File: src/rtl/hazard_forward_unit.sv
// hazard_forward_unit: ID-stage load-use/legacy hazard detection, registered EXE forwarding selects, and a saturating stall counter.
// Port summary:
//   clk, rst                  clock and synchronous active-high reset
//   fwd_en                    1 = forwarding mode, 0 = legacy stall-only mode
//   src_addr, src_valid       ID source registers and their read enables, NUM_SRC channels
//   wb_en_exe, mem_r_en_exe,
//   dest_exe                  producer in EXE
//   wb_en_mem, dest_mem       producer in MEM
//   mem_ready                 0 freezes the pipeline
//   flush                     taken branch squashes the ID instruction
//   hazard                    combinational stall request
//   fwd_sel                   registered per-channel EXE operand select: 00 RF, 01 MEM ALU, 10 WB
//   stall_cnt                 saturating count of non-frozen stall cycles
module hazard_forward_unit #(
  parameter int REG_AW  = 4,
  parameter int NUM_SRC = 2,
  parameter int CNT_W   = 16
) (
  input  logic                        clk,
  input  logic                        rst,
  input  logic                        fwd_en,
  input  logic [NUM_SRC*REG_AW-1:0]   src_addr,
  input  logic [NUM_SRC-1:0]          src_valid,
  input  logic                        wb_en_exe,
  input  logic                        mem_r_en_exe,
  input  logic [REG_AW-1:0]           dest_exe,
  input  logic                        wb_en_mem,
  input  logic [REG_AW-1:0]           dest_mem,
  input  logic                        mem_ready,
  input  logic                        flush,
  output logic                        hazard,
  output logic [2*NUM_SRC-1:0]        fwd_sel,
  output logic [CNT_W-1:0]            stall_cnt
);
  logic [NUM_SRC-1:0]   m_e, m_m;
  logic [2*NUM_SRC-1:0] nsel, fwd_sel_d, fwd_sel_q;
  logic [CNT_W-1:0]     stall_cnt_d, stall_cnt_q;
  for (genvar i = 0; i < NUM_SRC; i++) begin : g_ch
    assign m_e[i] = src_valid[i] & wb_en_exe & (src_addr[i*REG_AW +: REG_AW] == dest_exe);
    assign m_m[i] = src_valid[i] & wb_en_mem & (src_addr[i*REG_AW +: REG_AW] == dest_mem);
    // The EXE producer is younger, so it wins when both stages match.
    assign nsel[2*i +: 2] = !fwd_en ? 2'b00 : m_e[i] ? 2'b01 : m_m[i] ? 2'b10 : 2'b00;
  end
  // With forwarding only a load in EXE cannot be bypassed; legacy mode stalls on any match.
  assign hazard = !rst && !flush && (fwd_en ? (|m_e && mem_r_en_exe) : |(m_e | m_m));
  always_comb begin
    fwd_sel_d   = !mem_ready ? fwd_sel_q : (flush || hazard) ? '0 : nsel;
    stall_cnt_d = (hazard && mem_ready && !(&stall_cnt_q)) ? stall_cnt_q + 1'b1 : stall_cnt_q;
  end
  always_ff @(posedge clk) begin
    if (rst) begin
      fwd_sel_q   <= '0;
      stall_cnt_q <= '0;
    end else begin
      fwd_sel_q   <= fwd_sel_d;
      stall_cnt_q <= stall_cnt_d;
    end
  end
  assign fwd_sel   = fwd_sel_q;
  assign stall_cnt = stall_cnt_q;
endmodule

File: config.mk
export PLATFORM = sky130hd
export DESIGN_NAME = hazard_forward_unit
export DESIGN_NICKNAME = d
export VERILOG_FILES = /design/src/rtl/hazard_forward_unit.sv
export SDC_FILE = /design/constraint.sdc
export NUM_CORES = 1
export LEC_CHECK = 0
export ABC_AREA = 1
export CORE_ASPECT_RATIO = 0.7
export CORE_MARGIN = 10
export CORE_UTILIZATION = 45
export DETAILED_ROUTE_END_ITERATION = 10
export HOLD_SLACK_MARGIN = 0.05
export PLACE_DENSITY = 0.78
export SYNTH_ARGS = -nofsm -noshare
export SYNTH_HDL_FRONTEND = slang
export SYNTH_SLANG_ARGS = --single-unit
File: constraint.sdc
create_clock -name clk -period 3.8 [get_ports clk]
set_input_delay 0.38 -clock clk [delete_from_list [all_inputs] [get_ports clk]]
set_output_delay 0.38 -clock clk [all_outputs]
set_load 0.05 [all_outputs]
# Yosys cells after proc, flatten, opt, wreduce, memory -nomap -nowiden
# Cells that the tools add are included.
totals:
  regBits: 20
  output_inout_bits: 21
  elab_cells: 36
classes:
  add_sub_neg: 1
  eq_ne: 4
  muxes: 8
  bitwise: 9
  reduce_logical: 12
ops:
  columns: ["op", "count"]
  rows:
  - ["$add A16 B1 Y16 const B", 1]
  - ["$eq A4 B4 Y1", 4]
  - ["$reduce_and A16 Y1", 1]
  - ["$mux W2", 6]
  - ["$and A1 B1 Y1", 8]
  - ["$logic_and A1 B1 Y1", 5]
  - ["$mux W4", 1]
  - ["$reduce_or A2 Y1", 2]
  - ["$logic_not A1 Y1", 3]
  - ["$or A2 B2 Y2", 1]
  - ["$logic_or A1 B1 Y1", 1]
  - ["$mux W1", 1]

# Depth between registers and ports, before layout
# Gate-level depths: netlist of the first run.
logic_depth:
  ltp_word: 8
  ltp_mapped: 13
  ltp_nobuf: 12

# Least setup slack after synthesis of the first run
# Ideal clock, no wire load.
synth_timing:
  path_kind: "reg-to-reg"
  from: "reg stall_cnt_q[0] (netlist: stall_cnt[0])"
  to: "reg stall_cnt_q[5] (netlist: stall_cnt[5])"
  setup_time_ns: 0.071
  t_arrival_ns: 1.990
  slack_ns: 1.739
  path_stages_with_launch: 11
  path_buffers: 1
  path_cell_list: "dfxtp_1 > ha_1 > nand2_1 > inv_1 > nand3_2 > nor2_2 > nand3_1 > nand4_2 > buf_4 > nand2_1 > a21oi_2"
synth_between:
  elab_chain_len: 3
  word_cells_on_any_way: 4
  cone_classes: "add/sub (1); reduce/logical (3)"
synth_rtl:
  columns: ["element", "line", "source"]
  rows:
  - ["from (decl)", "37", "logic [CNT_W-1:0] stall_cnt_d, stall_cnt_q;"]
  - ["from (signal assigned)", "56", "stall_cnt_q <= stall_cnt_d;"]
  - ["branches (longest 3 deep; another with $add A16 B1 Y16)", null, null]
# Parallel ways; which one is timed is not known.
# A chain may end at the register's enable or synchronous reset.

# Final worst setup path of the first run
layout_timing:
  from: "in src_addr[3]"
  to: "out hazard"
layout_between:
  elab_chain_len: 6
  word_cells_on_any_way: 10
  cone_classes: "eq/ne (2); mux (1); bitwise (3); reduce/logical (4)"
layout_rtl:
  columns: ["element", "line", "source"]
  rows:
  - ["from (decl)", "22", "input logic [NUM_SRC*REG_AW-1:0] src_addr,"]
  - ["$eq A4 B4 Y1 (on tied branches)", "39, 40", null]
  - ["$and A1 B1 Y1 (on tied branches)", "39, 40", null]
  - ["$or A2 B2 Y2 or $reduce_or A2 Y1 (tied branches)", "45", "assign hazard = !rst && !flush && (fwd_en ? (|m_e && mem_r_en_exe) : |(m_e | m_m));"]
  - ["$reduce_or A2 Y1 or $logic_and A1 B1 Y1 (tied branches)", "45", null]
  - ["$mux W1 (*)", "45", null]
  - ["$logic_and A1 B1 Y1 (*)", "45", null]
  - ["to (decl)", "31", "output logic hazard,"]
# Mark *: on every way between the ends. The rest lies on a longest branch, timed or not.

==> flow_summary_export.csv, run 1 <==
group,metric,value,unit
synthesis,synth_seq_area_share,0.2700,
timing,final.setup.tns,0,ns
floorplanning,die-area,6027,µm²
cells_and_area,diodes,0,
clocking,htree_levels,1,
cells_and_area,final_common_cell,"nand2_1",
timing,fin_worst_skew,0.001041,ns
flow_run,maxCapViolCount,0,
drt,via_per_inst,4.906,
floorplanning,core_region_area,3148,µm²
clocking,postCtsSetupRepairBufs,0,
drt,ant_nets,0,
global_routing,grt_usage,0.1451,
floorplanning,rows,17,
cells_and_area,instances_no_fill,320,
global_routing,grt_pass1_vias,1452,
timing,finalHoldViolCount,0,
drt,drt_drc_violations_left,0,
clocking,cts_hold_buf,0,
synthesis,synth_area_leaders,"dfxtp_1, nand2_1, xor2_1",
cells_and_area,syn_to_final_growth,36.12,%
clocking,clkSlewWorstSetupHoldPaths,0.07,ns
global_routing,antenna_found_initial,0,
synthesis,synth_area,1483,µm²
timing,fin_crit_sh,0.7744,
place,place_inst,316,
pwr,power.density,220.8,nW/µm²
synthesis,syn_avg_cell_area,6.309,µm²
synthesis,synth_seq_cells,20,
timing,period_needed,2.943,ns
clocking,cts_num_sinks,20,
cells_and_area,final_area,2018,µm²
synthesis,synth_edf_count,0,
timing,tightest_slew,0.5328,ns
floorplanning,ioPinCount,47,
synthesis,synth_nets,262,
pwr,peakVddDrop,0.1933,mV
synthesis,synth_top_cell_area_share,0.2700,
place,io_buffers,46,
synthesis,synthArstFlopShare,0,
synthesis,yosys.area.top_type,"dfxtp_1",
setup_path,reg2regPathDepth,10,
setup_path,worstSetupEndpoint,"hazard",
setup_path,worstSetupEndpointType,"primary output",
pwr,p_sw_frac,0.2435,
pwr,power_frac_seq,0.471,
clocking,cts_buffer_depth,2,
global_routing,grt_start_max_net_pins,22,
setup_path,worst_ep_arrival_time,2.56,ns
setup_path,critPathMaxFanout,5,
setup_path,r2r_slack,1.88,ns
timing,setup_viol_count_final,0,
setup_path,crit_start,"src_addr[3]",
clocking,cts_resized,0,
global_routing,grt_pass1_wl,7058,µm
floorplanning,die_height,68.03,µm
clocking,cts_tree,"built",
timing,report.final.slew_viol_count,0,
clocking,root_buffer,"clkbuf_8",
drt,drt-pass1-iter-count,4,
synthesis,synth_cells,235,
setup_path,r2r-start,"stall_cnt[0]$_SDFFE_PP0P_",
drt,routed-via-count,1570,
outcome,status,"complete, no violations",
synthesis,yosysUniqueCellTypes,28,
clocking,cts_inserted_buffers,3,
place,dp_hpwl,3360,µm
cells_and_area,drive_gt1_frac,0.1277,
place,gp_congestion,0.9968,
setup_path,startpoint_type,"input pin",
pwr,power_frac_clock,0.368,
floorplanning,start_util,0.4710,
setup_path,critPathRequiredTime,3.42,ns
cells_and_area,layout_common_cells,"nand2_1, clkdlybuf4s50_1, inv_1",
pwr,power,0.4456,mW
drt,routed_wl,4243,µm
drt,drt_iter0_drc,183,
setup_path,worstSetupPathType,"in -> out",
clocking,clk_latency,0.26,ns
timing,rsz0062_at_grt,"false",
pwr,p_int,0.3371,mW
pwr,combPwrFrac,0.161,
timing,fmax,0.3398,GHz
synthesis,ys.flop_type,"dfxtp_1",
cells_and_area,fin_nets,310,
pwr,p_sw,0.1085,mW
global_routing,overflow,0,
floorplanning,die_w,88.61,µm
drt,wire_per_inst,13.26,µm
worst_hold_path,hp-class,"reg -> reg",
pwr,leakage,0.8150,nW
setup_path,r2r-end,"stall_cnt[14]$_SDFFE_PP0P_",
synthesis,synth.yosys.warnings,0,
timing,relSlewSlack,0.6437,
place,placed_cell_area,1963,µm²
[cell usage after synthesis (3+ instances only)]
cell     count
nand2_1     80
nand3_1     17
inv_1       25
a21oi_1     11
dfxtp_1     20
xnor2_1      4
nand2_2     11
nor2_2       3
nor2_1      20
a21oi_2     10
xor2_1      11
[power by group through the flow]
| stage | registers [mW] | clock network (mW) | logic [mW] |
|---|---|---|---|
| 2_1_floorplan | 0.215 | 0 | 0.0309 |
| 3_3_place_gp | 0.215 | 0 | 0.0714 |
| 3_5_place_dp | 0.215 | 0 | 0.0710 |
| 4_1_cts | 0.210 | 0.166 | 0.0713 |
| 5_1_grt | 0.210 | 0.180 | 0.0795 |
| 6_report | 0.210 | 0.164 | 0.0719 |
[worst min path at each step]
stage / from / to / slack (ns) / cells after the start
2_1_floorplan: mem_ready / fwd_sel[0]$_SDFFE_PP0P_ / 0.58 / 3
3_3_place_gp: fwd_sel[0]$_SDFFE_PP0P_ / fwd_sel[0]$_SDFFE_PP0P_ / 0.45 / 2
3_5_place_dp: fwd_sel[0]$_SDFFE_PP0P_ / fwd_sel[0]$_SDFFE_PP0P_ / 0.46 / 2
4_1_cts: fwd_sel[0]$_SDFFE_PP0P_ / fwd_sel[0]$_SDFFE_PP0P_ / 0.47 / 2
5_1_grt: fwd_sel[0]$_SDFFE_PP0P_ / fwd_sel[0]$_SDFFE_PP0P_ / 0.48 / 2
6_report: fwd_sel[3]$_SDFFE_PP0P_ / fwd_sel[3]$_SDFFE_PP0P_ / 0.47 / 2
[routing by layer]
layer  part of all wire  track usage  vias up
li1                   -            -      832
met1               0.46       0.1969      682
met2               0.43       0.2099       56
met3               0.11      0.06168        0
met4                  0      0.02610        0
met5                  0            0        -
[cells by family after synthesis]
| family | after synthesis | synth area share |
|---|---|---|
| AOI/OAI and AO/OA | 25 | 0.1105 |
| xor gates and xnor gates | 15 | 0.08860 |
| adders and majority gates | 1 | 0.008437 |
| buffers and inverters | 32 | 0.09452 |
| DFF | 20 | 0.2700 |
| and+or+nand+nor | 142 | 0.4279 |
[critical path, cell delays in order]
cell and delay (ns):
clkdlybuf4s50_1 0.50, inv_1 0.07, nand2_1 0.09, nand2_1 0.07
nor2_2 0.13, nand3_1 0.11, nand2_1 0.07, nand2_1 0.06
nand2_2 0.09, nand2_1 0.11, inv_1 0.07, clkdlybuf4s50_1 0.79
[through the flow]
step,hold slack (ns),utilization,setup slack [ns]
global route,0.4842,0.6411,0.7081
global placement,0.4542,0.6236,0.8973
finish,0.4683,0.6411,0.8574
detailed placement,0.4565,0.6236,0.8749
CTS,0.4678,0.6411,0.8670
floorplan,0.5792,-,1.739
[area by class of cell]
cell class	count	area [µm²]
Inverter	28	105.1
Fill cell	294	1130
Clock buffer	4	55.05
Sequential cell	20	400.4
Multi-Input combinational cell	183	942.2
Timing Repair Buffer	47	467.9
Tap cell	38	47.55
[flip-flops by register name (all words and copies together) (netlist names)]
name,cells
fwd_sel,4
stall_cnt,16
Power figures use the tool's default switching activity.
==> inputs of run 2 (changes only) <==
==> constraint.sdc (replaced) <==
create_clock -name clk -period 2.9 [get_ports clk]
set_input_delay 0.29 -clock clk [delete_from_list [all_inputs] [get_ports clk]]
set_output_delay 0.29 -clock clk [all_outputs]
set_load 0.05 [all_outputs]
==> run 2 against run 1 <==
Sequential share of layout area is 0.098 points lower. Largest cell class unchanged. Cell count stayed put. Global-route usage hardly changed. Critical path type unchanged.
==> flow_summary_export.csv, run 2 (synthesized netlist as in run 1, its figures left out) <==
group,metric,value,unit
setup_path,worst_ep_arrival_time,1.81,ns
floorplanning,ioPinCount,47,
setup_path,slowest_delay,0.49,ns
timing,period_needed,2.100,ns
pwr,p_sw_frac,0.2506,
clocking,cts_tree,"built",
worst_hold_path,hold_depth,2,
floorplanning,die_w,88.61,µm
clocking,cts_resized,0,
setup_path,crit_top_cell,"nand2_1",
pwr,power_frac_clock,0.375,
drt,wl_met2,1722,µm
timing,report.final.slew_viol_count,0,
setup_path,r2r-start,"stall_cnt[0]$_SDFFE_PP0P_",
cells_and_area,diodes,0,
place,io_buffers,46,
drt,top_layer_used,"met4",
timing,rsz0062_at_grt,"false",
timing,finalHoldWorstSlack,0.4672,ns
global_routing,grt_start_max_net_pins,21,
clocking,cts_buffer_depth,2,
timing,fin_worst_skew,0.002687,ns
timing,relSlewSlack,0.6426,
global_routing,antenna_found_initial,0,
pwr,combPwrFrac,0.160,
setup_path,critPathRequiredTime,2.61,ns
pwr,leakage,0.8198,nW
timing,finalHoldViolCount,0,
setup_path,r2r_slack,1.00,ns
cells_and_area,fin_nets,310,
cells_and_area,largest_reg_flops,16,
drt,wl_met3,326,µm
floorplanning,die-area,6027,µm²
cells_and_area,syn_to_final_growth,36.79,%
place,dp_hpwl,3351,µm
setup_path,worstSetupEndpointType,"primary output",
pwr,peakVddDrop,0.1879,mV
timing,fin_crit_sh,0.7241,
drt,ant_nets,0,
setup_path,cpMaxStageDelayCell,"clkdlybuf4s50_1",
worst_hold_path,hold_start,"fwd_sel[3]$_SDFFE_PP0P_",
clocking,clk_latency,0.27,ns
timing,tightest_slew,0.5344,ns
clocking,root_buffer,"clkbuf_8",
global_routing,grt_pass1_wl,6886,µm
cells_and_area,instances_no_fill,320,
setup_path,startpoint_type,"input pin",
timing,setup_viol_count_final,0,
outcome,status,"complete, no violations",
place,place_inst,316,
clocking,clkSlewWorstSetupHoldPaths,0.08,ns
clocking,cts_hold_buf,0,
worst_hold_path,hold_end,"fwd_sel[3]$_SDFFE_PP0P_",
place,gp_congestion,0.9554,
clocking,postCtsSetupRepairBufs,0,
cells_and_area,drive_gt1_frac,0.1312,
floorplanning,rows,17,
floorplanning,core_region_area,3148,µm²
setup_path,r2r-end,"stall_cnt[3]$_SDFFE_PP0P_",
drt,drt_drc_violations_left,0,
drt,drt-pass1-iter-count,4,
worst_hold_path,hp-class,"reg -> reg",
clocking,cts_num_sinks,20,
floorplanning,start_util,0.4710,
global_routing,grt_pass1_vias,1369,
global_routing,grt_usage,0.1450,
setup_path,worstSetupPathType,"in -> out",
pwr,power_frac_seq,0.465,
pwr,p_sw,0.1480,mW
global_routing,overflow,0,
clocking,htree_levels,1,
setup_path,reg2regPathDepth,9,
drt,via_per_inst,4.900,
drt,wl_met1,2078,µm
cells_and_area,layout_common_cells,"nand2_1, clkdlybuf4s50_1, inv_1",
drt,routed-via-count,1568,
setup_path,critPathMaxFanout,5,
drt,routed_wl,4187,µm
pwr,power.density,291.2,nW/µm²
setup_path,path_cells,"clkdlybuf4s50_1, inv_1, nand2_1, o21ai_0, nor2_1, nand2_1, nand2_1, nand2_1, nand2_2, nand2_1, inv_1, buf_12",
clocking,cts_inserted_buffers,3,
timing,fmax,0.4762,GHz
cells_and_area,final_common_cell,"nand2_1",
flow_run,maxCapViolCount,0,
drt,drt_iter0_drc,184,
drt,wire_per_inst,13.08,µm
timing,final.setup.tns,0,ns
pwr,p_int,0.4426,mW
floorplanning,die_height,68.03,µm
[run 2: changes by cell type in the layout (fill, tap and decap cells not counted), sizes merged]
cell / previous run / this run
buf: 1 / 2
clkdlybuf4s50: 46 / 45
[run 2: layer usage]
layer | GRT usage | up-vias
li1 | - | 830
met1 | 0.2120 | 691
met2 | 0.1989 | 43
met3 | 0.03321 | 4
met4 | 0.05422 | 0
met5 | 0 | -
[run 2: worst max path at each step]
stage | from | to | slack [ns] | cells past startpoint
after floorplan | stall_cnt[0]$_SDFFE_PP0P_ | stall_cnt[5]$_SDFFE_PP0P_ | 0.84 | 10
after global placement | dest_mem[3] | stall_cnt[15]$_SDFFE_PP0P_ | 0.74 | 13
after detailed placement | src_addr[3] | stall_cnt[3]$_SDFFE_PP0P_ | 0.69 | 13
after CTS | src_addr[3] | hazard | 0.82 | 12
after global routing | src_addr[2] | hazard | 0.63 | 12
final | src_addr[3] | hazard | 0.80 | 12
[run 2: stage by stage]
stage | cell area, µm² | utilization | power (mW) | worst slack, ns
3_3_place_gp | 1973 | 0.6268 | 0.3743 | 0.7446
6_report | 2028 | 0.6443 | 0.5907 | 0.8000
3_5_place_dp | 1973 | 0.6268 | 0.3746 | 0.6884
5_1_grt | 2028 | 0.6443 | 0.6166 | 0.6285
4_1_cts | 2028 | 0.6443 | 0.5939 | 0.8154
2_1_floorplan | 1483 | - | 0.3228 | 0.8389
[run 2: power by group through the flow]
stage          clock network (mW)  registers, mW  logic (mW)
2_1_floorplan                   0          0.282      0.0405
6_report                    0.221          0.275      0.0944
3_3_place_gp                    0          0.281      0.0930
3_5_place_dp                    0          0.281      0.0932
5_1_grt                     0.238          0.275       0.104
4_1_cts                     0.226          0.275      0.0936
[run 2: area by class of cell]
type                    count  area, µm²
flip-flops and latches     20      400.4
clock buffers               4      55.05
inverters                  28      105.1
fillers                   305       1120
repair buffers             47      478.0
multi-input cells         183      942.2
well taps                  38      47.55
[run 2: critical path: cells and delay by family]
| family | cells | cell delay [ns] |
|---|---|---|
| buffers and inverters | 4 | 0.82 |
| AND/OR/NAND/NOR | 7 | 0.62 |
| AO/OA/AOI/OAI | 1 | 0.08 |
